`src/rtl/bin_to_bcd_seq_if.sv`:
```
// Handshake and result bundle between a binary source and the
// bin_to_bcd_seq converter.
// master: drives start/bin_in and reads the result.
// slave:  the converter side.
interface bin_to_bcd_seq_if #(
  parameter int WIDTH  = 16,
  parameter int DIGITS = 5
);
  logic                  start;
  logic [WIDTH-1:0]      bin_in;
  logic                  busy;
  logic                  done;
  logic [4*DIGITS-1:0]   bcd_out;
  logic                  overflow;
  logic [DIGITS-1:0]     digit_blank;

  modport master (
    output start, bin_in,
    input  busy, done, bcd_out, overflow, digit_blank
  );

  modport slave (
    input  start, bin_in,
    output busy, done, bcd_out, overflow, digit_blank
  );
endinterface

```
`src/rtl/bin_to_bcd_seq.sv`:
```
// Sequential double-dabble binary to packed-BCD converter.
// Each SHIFT cycle does one adjust-and-shift step, so a WIDTH-bit value
// takes WIDTH cycles after the accepting edge. The result registers
// (bcd_out, overflow, digit_blank) are written only on the done edge.
// Optional feature: define BIN_TO_BCD_LEADING_BLANK_EN to produce the
// leading-zero blank mask. Without it, digit_blank is tied to 0.

// One BCD digit of the adjust stage: add 3 when the digit is 5 or more,
// so the following left shift carries correctly into the next digit.
module bin_to_bcd_seq_digit (
  input  logic [3:0] d,
  output logic [3:0] q
);
  assign q = (d >= 4'd5) ? d + 4'd3 : d;
endmodule

module bin_to_bcd_seq #(
  parameter int WIDTH  = 16,
  parameter int DIGITS = 5
) (
  input  logic           clk,
  input  logic           rst,
  bin_to_bcd_seq_if.slave bus
);
  localparam int SW = 4 * DIGITS;          // BCD scratch width
  localparam int RW = SW + WIDTH;          // full shift register width
  localparam int CW = $clog2(WIDTH + 1);   // bit counter width

  typedef enum logic {IDLE, SHIFT} state_t;

  state_t            state_q, state_d;
  logic [RW-1:0]     sr_q, sr_d;
  logic [CW-1:0]     cnt_q, cnt_d;
  logic              ovf_s_q, ovf_s_d;     // sticky carry-out of the top digit
  logic              busy_q, busy_d;
  logic              done_q, done_d;
  logic [SW-1:0]     bcd_q, bcd_d;
  logic              ovf_q, ovf_d;

  // Adjust stage: every scratch digit is corrected in parallel.
  logic [DIGITS-1:0][3:0] scr_dig;
  logic [DIGITS-1:0][3:0] adj_dig;
  logic [RW:0]            shift_full;
  logic [RW-1:0]          sr_next;
  logic                   carry_out;
  logic [DIGITS-1:0][3:0] fin_dig;
  logic                   last_iter;

  assign scr_dig = sr_q[RW-1 -: SW];

  for (genvar g = 0; g < DIGITS; g++) begin : g_dig
    bin_to_bcd_seq_digit u_adj (
      .d (scr_dig[g]),
      .q (adj_dig[g])
    );
  end

  // Shift by one: the bit leaving the top digit is the overflow carry.
  assign shift_full = {adj_dig, sr_q[WIDTH-1:0], 1'b0};
  assign carry_out  = shift_full[RW];
  assign sr_next    = shift_full[RW-1:0];
  assign fin_dig    = sr_next[RW-1 -: SW];

  // The counter holds the number of steps already done; this step is
  // iteration WIDTH when WIDTH-1 steps are behind us.
  assign last_iter  = (cnt_q == CW'(WIDTH - 1));

  // State and datapath registers; reset aborts any conversion in flight.
  always_ff @(posedge clk or posedge rst) begin
    if (rst) begin
      state_q <= IDLE;
      sr_q    <= '0;
      cnt_q   <= '0;
      ovf_s_q <= 1'b0;
      busy_q  <= 1'b0;
      done_q  <= 1'b0;
      bcd_q   <= '0;
      ovf_q   <= 1'b0;
    end else begin
      state_q <= state_d;
      sr_q    <= sr_d;
      cnt_q   <= cnt_d;
      ovf_s_q <= ovf_s_d;
      busy_q  <= busy_d;
      done_q  <= done_d;
      bcd_q   <= bcd_d;
      ovf_q   <= ovf_d;
    end
  end

  // Next-state: start is only looked at in IDLE, so it is ignored while busy.
  always_comb begin
    state_d = state_q;
    case (state_q)
      IDLE:    if (bus.start) state_d = SHIFT;
      SHIFT:   if (last_iter) state_d = IDLE;
      default: state_d = IDLE;
    endcase
  end

  // Datapath and outputs: load on accept, step each SHIFT cycle, publish
  // the result together with a one-cycle done on the final step.
  always_comb begin
    sr_d    = sr_q;
    cnt_d   = cnt_q;
    ovf_s_d = ovf_s_q;
    busy_d  = busy_q;
    done_d  = 1'b0;
    bcd_d   = bcd_q;
    ovf_d   = ovf_q;
    case (state_q)
      IDLE: begin
        if (bus.start) begin
          sr_d    = {{SW{1'b0}}, bus.bin_in};
          cnt_d   = '0;
          ovf_s_d = 1'b0;
          busy_d  = 1'b1;
        end
      end
      SHIFT: begin
        sr_d    = sr_next;
        cnt_d   = cnt_q + CW'(1);
        ovf_s_d = ovf_s_q | carry_out;
        if (last_iter) begin
          bcd_d  = fin_dig;
          ovf_d  = ovf_s_q | carry_out;
          done_d = 1'b1;
          busy_d = 1'b0;
        end
      end
      default: ;
    endcase
  end

  assign bus.busy     = busy_q;
  assign bus.done     = done_q;
  assign bus.bcd_out  = bcd_q;
  assign bus.overflow = ovf_q;

`ifdef BIN_TO_BCD_LEADING_BLANK_EN
  logic [DIGITS-1:0] blank_q, blank_d;

  // Blank mask register, updated alongside bcd_out on the done edge.
  always_ff @(posedge clk or posedge rst) begin
    if (rst) blank_q <= '0;
    else     blank_q <= blank_d;
  end

  // Digit i>=1 is blanked when it and every digit above it are zero;
  // the units digit always shows so a value of 0 displays as "0".
  always_comb begin
    logic zero_above;
    blank_d    = blank_q;
    zero_above = 1'b1;
    if (state_q == SHIFT && last_iter) begin
      for (int i = DIGITS - 1; i >= 1; i--) begin
        zero_above = zero_above & (fin_dig[i] == 4'd0);
        blank_d[i] = zero_above;
      end
      blank_d[0] = 1'b0;
    end
  end

  assign bus.digit_blank = blank_q;
`else
  assign bus.digit_blank = '0;
`endif

endmodule

```
`src/flat_wrapper.sv`:
```
// flat-port wrapper written by rule: the top's interface ports become plain ports
module bin_to_bcd_seq_flat 
#(
  parameter int WIDTH  = 16,
  parameter int DIGITS = 5
)
  (clk, rst, bus_start, bus_bin_in, bus_busy, bus_done, bus_bcd_out, bus_overflow, bus_digit_blank);
  bin_to_bcd_seq_if #(.WIDTH(WIDTH), .DIGITS(DIGITS)) bus_i ();
  input  logic clk;
  input  logic rst;
  input wire logic [$bits(bus_i.start)-1:0] bus_start;
  input wire logic [$bits(bus_i.bin_in)-1:0] bus_bin_in;
  output wire logic [$bits(bus_i.busy)-1:0] bus_busy;
  output wire logic [$bits(bus_i.done)-1:0] bus_done;
  output wire logic [$bits(bus_i.bcd_out)-1:0] bus_bcd_out;
  output wire logic [$bits(bus_i.overflow)-1:0] bus_overflow;
  output wire logic [$bits(bus_i.digit_blank)-1:0] bus_digit_blank;
  assign bus_i.start = bus_start;
  assign bus_i.bin_in = bus_bin_in;
  assign bus_busy = bus_i.busy;
  assign bus_done = bus_i.done;
  assign bus_bcd_out = bus_i.bcd_out;
  assign bus_overflow = bus_i.overflow;
  assign bus_digit_blank = bus_i.digit_blank;
  bin_to_bcd_seq #(.WIDTH(WIDTH), .DIGITS(DIGITS)) u_core (.clk(clk), .rst(rst), .bus(bus_i));
endmodule
```
`config.mk`:
```
export PLATFORM = sky130hd
export DESIGN_NAME = bin_to_bcd_seq_flat
export DESIGN_NICKNAME = d
export VERILOG_FILES = /design/src/rtl/bin_to_bcd_seq_if.sv /design/src/rtl/bin_to_bcd_seq.sv /design/src/flat_wrapper.sv
export SDC_FILE = /design/constraint.sdc
export NUM_CORES = 1
export LEC_CHECK = 0
export ABC_CLOCK_PERIOD_IN_PS = 2500
export CORE_ASPECT_RATIO = 1.1
export CORE_MARGIN = 1.5
export CORE_UTILIZATION = 30
export CTS_CLUSTER_DIAMETER = 120
export DETAILED_ROUTE_END_ITERATION = 6
export GPL_TIMING_DRIVEN = 0
export PLACE_DENSITY = 0.52
export SETUP_SLACK_MARGIN = 0.3
export SYNTH_ARGS = -nofsm -noshare
export SYNTH_HDL_FRONTEND = slang
export SYNTH_HIERARCHICAL = 1
export SYNTH_SLANG_ARGS = --single-unit
```
`constraint.sdc`:
```
create_clock -name clk -period 2.5 [get_ports clk]
set_input_delay 0.375 -clock clk [delete_from_list [all_inputs] [get_ports clk]]
set_output_delay 0.375 -clock clk [all_outputs]
set_load 0.05 [all_outputs]
```
### After elaboration in Yosys (flattened, before gate mapping)

Index checks and enable logic that the tools add are counted.

| word-level totals | value |
|---|---|
| register bits | 66 |
| latch bits | 0 |
| memory bits (writable) | 0 |
| memory bits (read-only) | 0 |
| input bits | 19 |
| output and inout bits | 28 |
| memories kept | 0 |

| operators by class | value |
|---|---|
| add/subtract/negate cells | 6 |
| multipliers | 0 |
| div/mod/pow operators | 0 |
| magnitude comparators | 5 |
| equal/unequal tests | 3 |
| shifts and indexed selects | 0 |
| multiplexer cells | 19 |
| bitwise operators | 2 |
| reduce and logical (&&, ||, !) cells | 2 |

Operator list:

| cell | count |
|---|---|
| $pmux 36 s2 | 1 |
| $mux 36 | 1 |
| $add 4x2->4 const B | 5 |
| $ge 4x3->1 const B | 5 |
| $mux 4 | 5 |
| $pmux 5 s2 | 1 |
| $mux 1 | 7 |
| $pmux 1 s2 | 3 |
| $add 5x1->5 const B | 1 |
| $eq 5x4->1 const B | 1 |
| $mux 5 | 1 |
| $ne 2x2->1 const B | 2 |
| $reduce_and 2->1 | 2 |
| $not 1->1 | 1 |
| $or 1x1->1 | 1 |

### Longest topological paths before layout

Gate-level depths: netlist of the first run.

| logic depth | value |
|---|---|
| depth in word-level cells | 4 |
| depth in mapped cells | 7 |
| depth with buffers taken out | 7 |

### Modules after synthesis

Netlist of the first run, hierarchy kept.

Modules (own cells, without submodules):

| module | times used | cells an instance | area each (µm²) |
|---|---|---|---|
| bin_to_bcd_seq | 1 | 214 | 2742.6 |
| bin_to_bcd_seq_digit | 5 | 16 | 101.3 |

### Least setup slack after synthesis of the first run

No wires, ideal clock.

| timing | value |
|---|---|
| path kind | register to register |
| start | register u_core.cnt_q[0] |
| end | register u_core.bcd_q[0], in the netlist u_core/bus.bcd_out[0] |
| arrival | 1578 ps |
| data required time | 2375 ps |
| path slack | 796 ps |
| stages on the path, launching flop included | 7 |
| buffers on the path | 1 |
| period minus slack after synthesis | 1704 ps |
| path through | dfrtp_1 > ha_1 > and3_1 > ha_1 > nand2_2 > buf_6 > mux2_4 |

| between the ends | value |
|---|---|
| word-level cells in the longest chain between the ends | 2 |

Ends and longest elaborated chain:

| what | RTL line | source |
|---|---|---|
| from (decl) | bin_to_bcd_seq.sv:33 | `logic [CW-1:0] cnt_q, cnt_d;` |
| from (signal assigned) | bin_to_bcd_seq.sv:82 | `cnt_q <= cnt_d;` |
| $eq 5x4->1 | bin_to_bcd_seq.sv:66 | `assign last_iter = (cnt_q == CW'(WIDTH - 1));` |
| $reduce_and 2->1 (no source line) | n/a |  |
| to (signal assigned) | bin_to_bcd_seq.sv:77 | `bcd_q <= '0;` |
| to (signal assigned) | bin_to_bcd_seq.sv:86 | `bcd_q <= bcd_d;` |
| to (decl) | bin_to_bcd_seq.sv:37 | `logic [SW-1:0] bcd_q, bcd_d;` |

No other way between the ends.
A chain may end at the register's enable or synchronous reset.

### Worst setup path in the final report of the first run

Same ends and word-level chain as after synthesis.

==> results of run 1 <==
[worst max path at each step]
stage / to / slack, ns
after detailed placement: u_core/bus.bcd_out[18] / 0.61
after global placement: u_core/sr_q[9] / -0.83
after floorplan: u_core/bus.bcd_out[0] / 0.47
after CTS: u_core/bus.bcd_out[18] / 0.60
final: u_core/bus.bcd_out[0] / 0.61
after global routing: u_core/bus.bcd_out[1] / 0.52
[registers in the layout, indices dropped and copies added, names as in the netlist]
signal,count
u_core/cnt_q,5
u_core/sr_q,36
u_core/state_q,1
u_core/bus.busy,1
u_core/bus.done,1
u_core/bus.overflow,1
u_core/ovf_s_q,1
u_core/bus.bcd_out,20
[metal layers]
layer	vias up	routed length [µm]	global-route usage [%]
li1	1097	-	-
met1	1052	3120	16.9
met2	45	2940	18.1
met3	4	263	3.05
met4	0	40	4.38
met5	-	0	0
[cell families after synthesis]
kind of cell / after synthesis / share of synthesized area (%)
XOR/XNOR: 6 / 1.62
multiplexers: 42 / 15.7
adder cells (fa/ha/maj): 13 / 5.01
AO/OA/AOI/OAI: 59 / 11.6
AND/OR/NAND/NOR: 74 / 9.67
flip-flops: 66 / 50.8
buffers and inverters: 33 / 5.51
other: 1 / 0.115
[worst max-delay path, stage by stage (launching register included)]
cell and delay [ns]:
dfrtp_1 0.41, ha_1 0.24, and3_1 0.21, ha_1 0.21
nand2_2 0.17, buf_6 0.22, mux2_4 0.32
[power breakdown]
part | total [W] | internal, W | switching, W
combinational | 0.00254 | 0.00113 | 0.00140
sequential | 0.00186 | 0.00152 | 0.000346
clock | 0.00122 | 0.000790 | 0.000434
[layout make-up]
type | count | share of cell area (%)
clock inverter | 3 | 0.969
tap | 143 | 4.33
inverter | 16 | 1.51
sequential | 66 | 40.0
clock buffer | 12 | 5.96
multi-input combinational | 199 | 34.7
buffer | 17 | 2.88
timing repair buffer | 40 | 9.69
[layout by cell type, fill, tap and decap left out, types with 7 or more instances in the layout]
master,netlist,routed
clkbuf_16,0,9
nand2b_1,10,10
mux2_4,17,17
o21ai_0,30,30
nand2_1,50,50
buf_4,7,7
mux2i_1,22,22
nor2_1,9,9
clkdlybuf4s50_1,0,40
inv_1,15,14
a22o_1,16,16
dfrtp_1,66,66
ha_1,13,13
[metrics by stage]
stage	total power [W]	instances
global placement	0.00440	481
CTS	0.00570	496
detailed placement	0.00445	481
finish	0.00562	496
floorplan	0.00377	298
global route	0.00605	496
==> results.md, run 1 <==
- The sequential cell area fraction in the yosys report is 50.8%.
- Setup repair after global routing left no endpoint under its margin.
- After global routing the overflow that remains totals 0.
- The port buffer count is 40.
- The endpoint arrival time on the critical path is 2.09 ns.
- Counting instances in the post-synthesis netlist gives the leading cell types as dfrtp_1 (66), nand2_1 (50), o21ai_0 (30).
- TritonCTS built the clock tree.
- For this run, the number of Yosys warnings is 6.
- After detailed routing, the average wire length per cell comes to 12.8 µm.
- The endpoint identified for the worst register-to-register timing path is u_core/bus.bcd_out[0].
- Among all flip-flop cells after synthesis, the most frequent one is dfrtp_1.
- The initial antenna violation count is 0.
- The number of global-route vias before repair is 2,234.
- In this run the static leakage power is 1.96 nW.
- The startpoint of the worst hold path is bus_start.
- In the global route stage, overall resource usage came out at 12.1%.
- The run finished with clean final reports.
- The async set or reset register ratio after synthesis is 100%.
- The largest clock skew in the final design is 0.00350 ns.
- After detailed routing, the number of vias per cell comes to 4.43.
- Hold is met by 0.408 ns.
- Ranked by total cell area, the synthesized netlist is headed by dfrtp_1 (51%), mux2_4 (7.9%), mux2i_1 (6.8%).
- The hold violation count in the final report is 0.
- The share of the cycle needed by the critical path after routing is 75.5%.
- The placed cell area is 0.00385 mm².
- The worst ir drop on vdd is 0.443 mV.
- The fill cell total of the finished layout is 1,084.
- The detailed placement HPWL is 4310 µm.
- The gate count of the mapped netlist is 294.
- The count of hold-fix buffers inserted at cts is 0.
- In this run the critical register-to-register path is launched from u_core/cnt_q[0].
- The worst hold path terminates at u_core/sr_q[14].
- Compared with the post-synthesis result, the final layout area differs by 27.2%.
- In this run the power density over the cells is 1360 mW/mm².
- Summing all flip-flop and latch instances after layout gives 0.00165 mm².
- The number of diodes is 0.
- The detail route stage leaves a number of antenna-violating nets equal to 0.
- For this run, the post-layout net count is 381.
- The mean instance size in the synthesized netlist is 11.1 µm².
- The kind of start point of the critical path is a flop.
- In the final timing run, aggregate negative setup slack is 0 ns.
- At the later pin of the worst-skew pair, clock insertion delay measures 0.32 ns.
- The total setup buffers inserted after CTS is 0.
- The path class of the tightest hold or removal check is input port to flop.
- The first routing iteration left 94 violations.
- The initial standard-cell utilization of the core is 31.1%.
- 47 I/O pins were placed.
- The critical path is of the flop to flop type.
- Headroom to the max-slew limit came out at 43.5%.
- The last weighted congestion value of the routability-driven placer is 0.785.
- The standard-cell row count is 39.
- The largest buffer count on any clock path is 2.
- In this run the horizontal extent of the chip is 102 µm.
- The count of vias placed by the detailed router is 2,198.
- The maximum fanout along the worst path is 10.
- The floorplan step defined a die boundary enclosing 0.0115 mm².
- In this run the worst setup path begins at u_core/cnt_q[0].
- The combined area of all synthesized cells is 0.00325 mm².
- The cell depth of the worst min-delay path is 3.
- After routing the design area is 0.00413 mm².
- The fraction of layout instances using a drive strength above 1 is 16.1%.
- The total number of H-tree levels is 3.
- The max-slew violation count is 0.
- At the pin with the least slew margin, the transition time is 0.847 ns.
- The area fraction of the dominant cell type after synthesis is 50.8%.
- Post-CTS repair changed the size of 0 cells.
- The cell sitting at the root of the clock tree is a clkbuf_16.
- The sort of element at the end of the critical path is a flop.
- The biggest area contributor in the post-synthesis netlist is dfrtp_1.
- The pre-antenna-repair detailed-routing pass consisted of 4 iterations.
- The minimum setup slack among reg-to-reg paths is 0.61 ns.
- The number of cells on the worst reg-to-reg path is 6.
- The global-route wire length before repair is 10,800 µm.
- Data on the critical path is required at its endpoint by 2.70 ns.
- Summing all multi-input logic gate instances after layout gives 0.00143 mm².
- Setup violations remaining at the end of the flow were counted as 0.
- The count of maximum capacitance violations is 0.
- The largest net degree at the start of global routing is 67.
- At the placement stage, the worst setup path has a slack of 0.612 ns.
- The count of cell types in the netlist is 28.
- At the end of the flow the core is filled with cells to 39.6%.
- The post-route worst setup slack is 0.613 ns.
- The CTS buffer count is 9.
- The maximum clock frequency is 530 MHz.
- The synthesized design contains 0 enable-type register cells.
- After detailed routing, the total wire length is 6360 µm.
- The core region is 0.0104 mm².
- The die is 112 µm tall.
- After clock tree synthesis, the clock-pin slew on the worst setup and hold paths is 0.05 ns.
- Among all cell types in the netlist, the one instantiated most often is dfrtp_1.
- The clock sink count is 66.
- In the routed design, unresolved DRC markers number 0.
- The number of synthesized register bits is 66.
- After layout, the minimum clock period comes to 1.89 ns.
Note: power is estimated with default switching activity, not from simulation.
==> run 2: changes to the inputs <==
- ABC_CLOCK_PERIOD_IN_PS: 2500 -> 1700
- PLACE_DENSITY: 0.52 -> 0.54
- clock period: 2.5 -> 1.7 ns (I/O delays scaled with it)
==> results.md, run 2 (synthesized netlist as in run 1, its figures left out) <==
- The max-slew violation count is 0 (unchanged).
- The top register by number of flip-flops is u_core/sr_q.
- The largest clock skew in the final design is 0.00507 ns (+0.00157 ns).
- Among all stages on the critical path, the largest delay is contributed by dfrtp_1.
- The leakage component of the power is 2.15 nW (+9.6%).
- The kind of path behind the tightest hold check is input port to flop.
- The number of remaining DRC errors is 0 (unchanged).
- The fill cell total of the finished layout is 1,010 (-6.8%).
- The clock sink count is 66 (unchanged).
- The library cell used most frequently in the layout, excluding fill and tap cells, is dfrtp_1.
- In the layout the commonest cells are dfrtp_1 (63), nand2_1 (50), o21ai_0 (30).
- The clock latency on the worst-skew pair is 0.32 ns (about the same).
- The endpoint arrival time on the critical path came to 1.83 ns (-0.26 ns).
- The number of diodes is 0 (unchanged).
- The flow ran to the end, and the final reports show no timing, DRC or antenna violations.
- The global-route wire length before repair is 11,400 µm (+5.7%).
- STA classifies the critical path startpoint as a flop.
- The CTS buffer count is 9 (unchanged).
- The area overhead of the layout relative to synthesis is 43.2%.
- The final-layout worst hold slack is 0.300 ns (-0.108 ns).
- In this design, the largest share of critical-path delay is due to flip-flops.
- STA classifies the critical path endpoint as a flop.
- The transition at the pin with the smallest max-transition slack is 0.614 ns (-0.233 ns).
- The standard-cell row count was 39 (unchanged).
- TritonCTS built the clock tree.
- The critical path goes through ha_2, and3_4, ha_4, nand2_8, buf_12, buf_12, mux2_4.
- The largest buffer count on any clock path is 2 (unchanged).
- The fraction of layout instances using a drive strength above 1 was 37.0% (+21 points).
- The clock-pin slew on the worst setup and hold paths is 0.05 ns (about the same).
- The placeable core region is 0.0104 mm² (unchanged).
- The die boundary height was 112 µm (unchanged).
- The final instance area is 0.00465 mm² (+13%).
- The residual antenna-violating net count after detailed routing is 0 (unchanged).
- The worst setup path is of the flop to flop kind.
- The port buffer count is 40 (unchanged).
- The average via count per standard cell is 4.53 (+2.3%).
- The most used cell along the critical path is buf_12.
- The number of setup violations in the final report is 0 (unchanged).
- The die footprint is 0.0115 mm² (unchanged).
- The hold violation count in the final report is 0 (unchanged).
- The critical path required time was 1.90 ns (-0.80 ns).
- The global route total overflow is 0 (unchanged).
- The violation count after the first detailed-routing iteration was 114 (+21%).
- The maximum cell stage delay along the critical path is 0.35 ns (-0.06 ns).
- The maximum clock frequency is 612 MHz (+16%).
- The number of buffers and inverters on the critical path was 2 (+1).
- The power density of the placed cells is 2010 mW/mm² (+48%).
- The number of nets in the layout was 406 (+6.6%).
- The die width is 102 µm (unchanged).
- The per-cell routed wire length was 13.5 µm (+5.5%).
- The maximum fanout along the worst path is 5 (-5).
- The last weighted congestion value of the routability-driven placer is 0.772 (-1.6%).
- The flip-flop count of the largest register after layout came to 36 (unchanged).
- The worst slew margin relative to its limit is 59.0% (+15 points).
- The largest net degree at the start of global routing is 41 (-39%).
- Setup repair after global routing could not meet its margin everywhere.
- The count of maximum capacitance violations is 0 (unchanged).
- The placed cell area is 0.00390 mm² (+1.3%).
- The all-layer global routing usage is 12.7% (+0.64 points).
- The first-pass iteration count of the detailed router is 5 (+1).
- The routed wire length is 7050 µm (+11%).
- The total number of H-tree levels is 3 (unchanged).
- The detailed placement HPWL is 4330 µm (+0.42%).
- The post-layout minimum cycle time is 1.63 ns (-0.254 ns).
- The root buffer cell is clkbuf_16.
- The post-route setup TNS was 0 ns (unchanged).
- The share of the cycle needed by the critical path after routing came to 96.1% (+21 points).
- The I/O pin count is 47 (unchanged).
- The initial standard-cell utilization of the core is 31.1% (unchanged).
- The count of vias placed by the detailed router is 2,361 (+7.4%).
- The number of global-route vias before repair is 2,327 (+4.2%).
- The worst ir drop on vdd is 0.652 mV (+47%).
- The initial antenna violation count is 0 (unchanged).
-- run 2: final cells by class --
class	instances	area, µm²	area share [%]
Clock buffer	12	246	5.30
Multi-Input combinational cell	199	1670	35.9
Tap cell	143	179	3.84
Timing Repair Buffer	65	668	14.4
Buffer	17	131	2.82
Inverter	16	63.8	1.37
Clock inverter	3	40.0	0.860
Sequential cell	66	1660	35.6
-- run 2: stage by stage --
step	setup WS, ns	cells	util (%)	power, W
2_1_floorplan	0.167	298	-	0.00558
3_3_place_gp	-0.198	481	37.1	0.00648
3_5_place_dp	0.0563	482	37.3	0.00656
4_1_cts	0.0671	514	43.3	0.00900
5_1_grt	0.0310	521	44.6	0.00997
6_report	0.0669	521	44.6	0.00936
-- run 2: power breakdown --
part | internal (W) | total, W | leakage, nW | switching [W]
registers | 0.00223 | 0.00278 | 0.819 | 0.000552
logic | 0.00232 | 0.00480 | 1.19 | 0.00248
clock network | 0.00116 | 0.00178 | 0.142 | 0.000615
-- run 2: timing repair --
action	in CTS	in global routing
pin swaps	10	7
endpoints found under the setup margin	53	45
setup buffers	16	7
resized for setup	96	22
hold buffers	0	0
gates cloned	1	0
-- run 2: tightest hold or removal path: cells and delay by family --
kind,cells,cell delay (ns)
compound gates,1,0.13
buf+inv,1,0.12
mux,1,0.08
-- run 2: worst paths after layout --
| path | from | end | slack (ns) | cells past startpoint |
|---|---|---|---|---|
| worst max-delay path | u_core/cnt_q[1] | u_core/bus.bcd_out[1] | 0.07 | 7 |
| max in group asynchronous | rst | u_core/sr_q[28] | 0.73 | 3 |
| min in group asynchronous | rst | u_core/bus.bcd_out[3] | 0.36 | 2 |
| worst max register to register | u_core/cnt_q[1] | u_core/bus.bcd_out[1] | 0.07 | 7 |
| worst min register to register | u_core/cnt_q[4] | u_core/cnt_q[4] | 0.48 | 2 |
| worst min-delay path | bus_start | u_core/sr_q[15] | 0.30 | 3 |
-- run 2: routing by layer --
metal  part of all wire (%)  routed length [µm]  GRT usage (%)
met5                      0                   0              0
met1                     45                3190           17.1
met3                    4.5                 319           2.62
met2                     49                3440           20.2
met4                    1.4                 101           4.66
